## config.mk

```make
export PLATFORM = sky130hd
export DESIGN_NAME = vm_credit_ctrl
export DESIGN_NICKNAME = d
export VERILOG_FILES = /design/src/rtl/vm_credit_ctrl_pkg.sv /design/src/rtl/vm_coin_decode.sv /design/src/rtl/vm_credit_ctrl.sv
export SDC_FILE = /design/constraint.sdc
export NUM_CORES = 1
export LEC_CHECK = 0
export CORE_MARGIN = 2
export CORE_UTILIZATION = 45
export DETAILED_ROUTE_END_ITERATION = 12
export GPL_TIMING_DRIVEN = 0
export PLACE_DENSITY = 0.79
export SETUP_SLACK_MARGIN = 0.05
export SYNTH_ARGS = -nofsm -noshare
export SYNTH_HDL_FRONTEND = slang
export SYNTH_SLANG_ARGS = --single-unit
```

## constraint.sdc

```tcl
create_clock -name clk -period 3.2 [get_ports clk]
set_input_delay 0.48 -clock clk [delete_from_list [all_inputs] [get_ports clk]]
set_output_delay 0.48 -clock clk [all_outputs]
set_load 0.01 [all_outputs]
```

## src/rtl/vm_credit_ctrl_pkg.sv

```systemverilog
// Shared types and defaults for the vending-machine credit controller.
// Widths, coin values and FSM encodings used by the controller and its coin decoder.
package vm_credit_ctrl_pkg;

    localparam int unsigned VM_W      = 5;
    localparam int unsigned VM_PRICE  = 15;
    localparam int unsigned VM_COIN_A = 1;
    localparam int unsigned VM_COIN_B = 5;
    localparam int unsigned VM_COIN_C = 10;

    typedef enum logic [2:0] {
        ST_IDLE     = 3'd0,
        ST_ADD      = 3'd1,
        ST_CHECK    = 3'd2,
        ST_DISPENSE = 3'd3,
        ST_REFUND   = 3'd4
    } vm_state_e;

    typedef struct packed {
        logic valid;
        logic illegal;
    } coin_flags_t;

    // Number of coin lines asserted in one cycle.
    function automatic logic [1:0] coin_count(input logic a, input logic b, input logic c);
        return 2'(a) + 2'(b) + 2'(c);
    endfunction

endpackage

```

## src/rtl/vm_coin_decode.sv

```systemverilog
// Combinational coin decoder: one-hot coin pulses to {valid, illegal} flags and coin value.
module vm_coin_decode
    import vm_credit_ctrl_pkg::*;
#(
    parameter int unsigned W      = VM_W,
    parameter int unsigned COIN_A = VM_COIN_A,
    parameter int unsigned COIN_B = VM_COIN_B,
    parameter int unsigned COIN_C = VM_COIN_C
) (
    input  logic         coin_a,
    input  logic         coin_b,
    input  logic         coin_c,
    output coin_flags_t  flags_c,
    output logic [W-1:0] value_c
);

    logic [1:0] count;

    always_comb begin
        flags_c         = '0;
        value_c         = '0;
        count           = coin_count(coin_a, coin_b, coin_c);
        flags_c.valid   = (count == 2'd1);
        flags_c.illegal = (count > 2'd1);
        if (flags_c.valid) begin
            if (coin_a) begin
                value_c = W'(COIN_A);
            end else if (coin_b) begin
                value_c = W'(COIN_B);
            end else begin
                value_c = W'(COIN_C);
            end
        end
    end

endmodule

```

## src/rtl/vm_credit_ctrl.sv

```systemverilog
// Coin-credit controller: accumulates coins through an external add/sub adder,
// dispenses one can when credit reaches PRICE and refunds any remainder.
module vm_credit_ctrl
    import vm_credit_ctrl_pkg::*;
#(
    parameter int unsigned W      = VM_W,
    parameter int unsigned PRICE  = VM_PRICE,
    parameter int unsigned COIN_A = VM_COIN_A,
    parameter int unsigned COIN_B = VM_COIN_B,
    parameter int unsigned COIN_C = VM_COIN_C
) (
    input  logic         clk,
    input  logic         rst_n,
    input  logic         coin_a,
    input  logic         coin_b,
    input  logic         coin_c,
    input  logic         cancel,
    output logic [W-1:0] add_a,
    output logic [W-1:0] add_b,
    output logic         add_sub,
    input  logic [W-1:0] add_sum,
    input  logic         add_cout,
    output logic [W-1:0] credit,
    output logic         busy,
    output logic         dispense,
    output logic         change_valid,
    output logic [W-1:0] change_val,
    output logic         coin_reject
);

    vm_state_e    state_q, state_d;
    logic [W-1:0] credit_q, credit_d;
    logic [W-1:0] coin_reg_q, coin_reg_d;
    logic [W-1:0] add_a_q, add_a_d;
    logic [W-1:0] add_b_q, add_b_d;
    logic         add_sub_q, add_sub_d;
    logic         busy_q, busy_d;
    logic         dispense_q, dispense_d;
    logic         change_valid_q, change_valid_d;
    logic [W-1:0] change_val_q, change_val_d;
    logic         coin_reject_q, coin_reject_d;

    coin_flags_t  coin_flags;
    logic [W-1:0] coin_value;
    logic         coin_any;

    vm_coin_decode #(
        .W      (W),
        .COIN_A (COIN_A),
        .COIN_B (COIN_B),
        .COIN_C (COIN_C)
    ) u_coin_decode (
        .coin_a  (coin_a),
        .coin_b  (coin_b),
        .coin_c  (coin_c),
        .flags_c (coin_flags),
        .value_c (coin_value)
    );

    assign coin_any = coin_a | coin_b | coin_c;

    // Next state, credit update and registered-output decode from the next state,
    // so every output (including adder operands) leaves a flop.
    always_comb begin
        state_d       = state_q;
        credit_d      = credit_q;
        coin_reg_d    = coin_reg_q;
        coin_reject_d = 1'b0;

        case (state_q)
            ST_IDLE: begin
                if (coin_flags.illegal) begin
                    coin_reject_d = 1'b1;
                end else if (coin_flags.valid) begin
                    coin_reg_d = coin_value;
                    state_d    = ST_ADD;
                end else if (cancel && (credit_q != '0)) begin
                    state_d = ST_REFUND;
                end
            end
            ST_ADD: begin
                if (add_cout) begin
                    coin_reject_d = 1'b1;
                end else begin
                    credit_d = add_sum;
                end
                state_d = ST_CHECK;
            end
            ST_CHECK: begin
                if (add_cout) begin
                    credit_d = add_sum;
                    state_d  = ST_DISPENSE;
                end else begin
                    state_d = ST_IDLE;
                end
            end
            ST_DISPENSE: begin
                state_d = (credit_q != '0) ? ST_REFUND : ST_IDLE;
            end
            ST_REFUND: begin
                credit_d = '0;
                state_d  = ST_IDLE;
            end
            default: begin
                state_d = ST_IDLE;
            end
        endcase

        if ((state_q != ST_IDLE) && coin_any) begin
            coin_reject_d = 1'b1;
        end

        busy_d         = (state_d != ST_IDLE);
        dispense_d     = (state_d == ST_DISPENSE);
        change_valid_d = (state_d == ST_REFUND);
        change_val_d   = (state_d == ST_REFUND) ? credit_d : '0;
        add_a_d        = ((state_d == ST_ADD) || (state_d == ST_CHECK)) ? credit_d : '0;
        add_b_d        = (state_d == ST_ADD)   ? coin_reg_d :
                         (state_d == ST_CHECK) ? W'(PRICE)  : '0;
        add_sub_d      = (state_d == ST_CHECK);
    end

    always_ff @(posedge clk or negedge rst_n) begin
        if (!rst_n) begin
            state_q        <= ST_IDLE;
            credit_q       <= '0;
            coin_reg_q     <= '0;
            add_a_q        <= '0;
            add_b_q        <= '0;
            add_sub_q      <= 1'b0;
            busy_q         <= 1'b0;
            dispense_q     <= 1'b0;
            change_valid_q <= 1'b0;
            change_val_q   <= '0;
            coin_reject_q  <= 1'b0;
        end else begin
            state_q        <= state_d;
            credit_q       <= credit_d;
            coin_reg_q     <= coin_reg_d;
            add_a_q        <= add_a_d;
            add_b_q        <= add_b_d;
            add_sub_q      <= add_sub_d;
            busy_q         <= busy_d;
            dispense_q     <= dispense_d;
            change_valid_q <= change_valid_d;
            change_val_q   <= change_val_d;
            coin_reject_q  <= coin_reject_d;
        end
    end

    assign add_a        = add_a_q;
    assign add_b        = add_b_q;
    assign add_sub      = add_sub_q;
    assign credit       = credit_q;
    assign busy         = busy_q;
    assign dispense     = dispense_q;
    assign change_valid = change_valid_q;
    assign change_val   = change_val_q;
    assign coin_reject  = coin_reject_q;

endmodule

```

==> summary.txt <==
Outcome
  • Status: complete, no violations

Synth
  • Mean post-synth cell area: 11.3 um^2
  • Net Count, Synth: between 100 and 150
  • Synth Warn #: 0
  • Post-synth top area share: 0.619
  • Commonest cells in the netlist: 28 x dfrtp_1, 13 x nor2_1, 9 x inv_1, 9 x nand2_1, 7 x o21ai_0
  • Sequential element share of the synthesized area: 0.619
  • Cell type with the largest total area after synthesis: dfrtp_1
  • Mapped Cells: 100
  • Number of flops mapped to enable cells by yosys: 0
  • Ys async rst share: 1.00
  • Top FF cell, synth: dfrtp_1
  • Synth top area cells: dfrtp_1 62%, o221ai_2 6.6%, nor2_1 4.3%
  • Syn Std Cell Area: around 1100 um^2
  • Number of synthesized register bits: 28
  • Top-count cell post-synth: dfrtp_1
  • Synth cell types: 22

Timing
  • Setup violators final: 0
  • RSZ-0062 raised after global routing: false
  • Setup TNS: 0 ps
  • Min Tclk post-route: 2250 ps
  • Least-Margin Pin Slew: between 600 and 700 ps
  • Clock skew: 1.99 ps
  • F_max: between 400 and 500 MHz
  • Final hold violation count: 0
  • Max_slew headroom: 0.574
  • Final period utilization: 0.703
  • Count of pins over their slew limit: 0

Layout
  • ANT cells: 0
  • Share of post-route cells with drive strength above 1: 0.100
  • Syn-to-layout area delta: 37.9%
  • NumNets Final: between 150 and 200

Clock network
  • TritonCTS Sinks: 28
  • Post-cts resize count: 0
  • Post-CTS Hold Buffers: 0
  • TritonCTS buffer count: 3
  • H-tree depth: 1
  • Latest clock arrival within the worst-skew pair: 310 ps
  • Clock transition at the registers of the reported paths: roughly 140 ps
  • Clk root buf: clkbuf_4
  • Setup bufs post-CTS: 0
  • Buffer depth of the longest clock path: 2
  • TritonCTS clock tree: built

Power and ir drop
  • Tot Pwr: 1.43 mW
  • VDD IR-drop max: ~480 uV
  • Pwr dens: 917 nW/um^2
  • Pleak: a little under 0.7 nW

Global routing
  • Total GRT Usage: 0.180
  • First-pass GRT wire length: around 3800 um
  • Number of global-route vias before repair: between 800 and 900
  • Overflow after GRT: 0
  • Initial antenna violation count: 0
  • Largest net degree at the start of global routing: 29

Detailed routing
  • Met1 Routed Length: between 900 and 1000 um
  • WL met2: ~1300 um
  • Wirelength per Cell: 14.2 um
  • DR vias/cell: 5.18
  • First-pass iteration count of the detailed router: 3
  • Final wirelength: between 2000 and 2500 um
  • Post-route ant nets: 0
  • Drt initial violations: 10
  • Vias: just under 900
  • Met3 wire len: 99 um
  • DRC: 0
  • DR top layer: met4

Placed design
  • Post-DP HPWL: approximately 1900 um
  • Port bufs: 36
  • Routability cong.: ~0.79

Floorplanning
  • Initial Utilization: 0.465
  • IO Pins: 37
  • Floorplan row count: 18
  • Die height: around 54 um
  • Chip Width: 54.1 um
  • DIE AREA: ~2900 um^2
  • Core area: 2430 um^2

Min path
  • Hold Path Class: in2async

Setup path
  • WP data arrival: between 2000 and 3000 ps
  • Critical path fanouts, max: 8
  • Critical path type: in2reg
  • Critical Path Start Type: input pin
  • Worst Path Required: roughly 3500 ps
  • CP endpoint kind: flip-flop

Flow run
  • MaxCap Viol Count: 0
[flip-flops by register name (all words and copies together), names as in the netlist]
name          flops
change_val        5
add_a             5
credit            5
coin_reject       1
add_sub           1
busy              1
state_q           3
add_b             5
change_valid      1
dispense          1
[through the flow]
step	hold slack (ps)	worst slack, ps	instance area (um^2)	instances	util
floorplan	184	1360	1130	100	-
global placement	546	665	1530	166	0.629
detailed placement	554	610	1530	166	0.629
CTS	573	937	1570	170	0.644
global route	173	828	1560	170	0.641
finish	145	951	1560	170	0.641
[final timing paths]
| kind | from | end | slack [ps] | cells past startpoint |
|---|---|---|---|---|
| min in group clk | state_q[2] | state_q[1] | 570 | 1 |
| setup reg to reg | state_q[1] | add_a[1] | 1620 | 4 |
| setup / recovery | coin_a | change_val[2] | 950 | 6 |
| hold reg to reg | state_q[2] | state_q[1] | 570 | 1 |
| max in group asynchronous | rst_n | add_a[1] | 2660 | 1 |
| hold / removal | rst_n | add_b[3] | 140 | 1 |
[worst max-delay path: stages]
cell	delay (ps)
clkdlybuf4s50_1	510
fa_1	580
nor4_1	260
nand2_1	90
a221o_1	420
nor2_1	150
[layout by cell type (no fill, tap or decap), types with 2 or more instances in the layout]
cell type | netlist | final
a21oi_1 | 5 | 5
buf_2 | 2 | 3
clkbuf_4 | 0 | 3
clkdlybuf4s50_1 | 0 | 35
dfrtp_1 | 28 | 28
inv_1 | 9 | 9
nand2_1 | 9 | 9
nor2_1 | 13 | 13
nor2b_1 | 2 | 2
nor3_1 | 6 | 6
o21ai_0 | 7 | 7
o21ai_1 | 3 | 3
o221ai_2 | 5 | 5
[logic make-up after synthesis]
kind of cell | after synthesis | synth area share
compound gates | 23 | 0.167
buf+inv | 12 | 0.0420
fa+ha+maj | 1 | 0.0177
flops | 28 | 0.619
other cells | 1 | 0.00332
simple gates | 35 | 0.150
[where the power goes]
part / switching [mW] / total [mW] / internal [mW]
Clock: 0.0951 / 0.165 / 0.0695
Sequential: 0.0921 / 0.581 / 0.488
Combinational: 0.332 / 0.686 / 0.354
[area by class of cell]
type,instances,area (um^2)
Inverter,9,33.8
Multi-Input combinational cell,60,383
Clock buffer,4,36.3
Sequential cell,28,701
Fill cell,206,872
Tap cell,30,37.5
Buffer,3,13.8
Timing Repair Buffer,36,355
[metal layers]
metal,vias up,global-route usage
met2,20,0.331
met5,-,0
met4,0,0.0333
met1,437,0.222
li1,422,-
met3,2,0.0250
(Power assumes the default switching activity.)
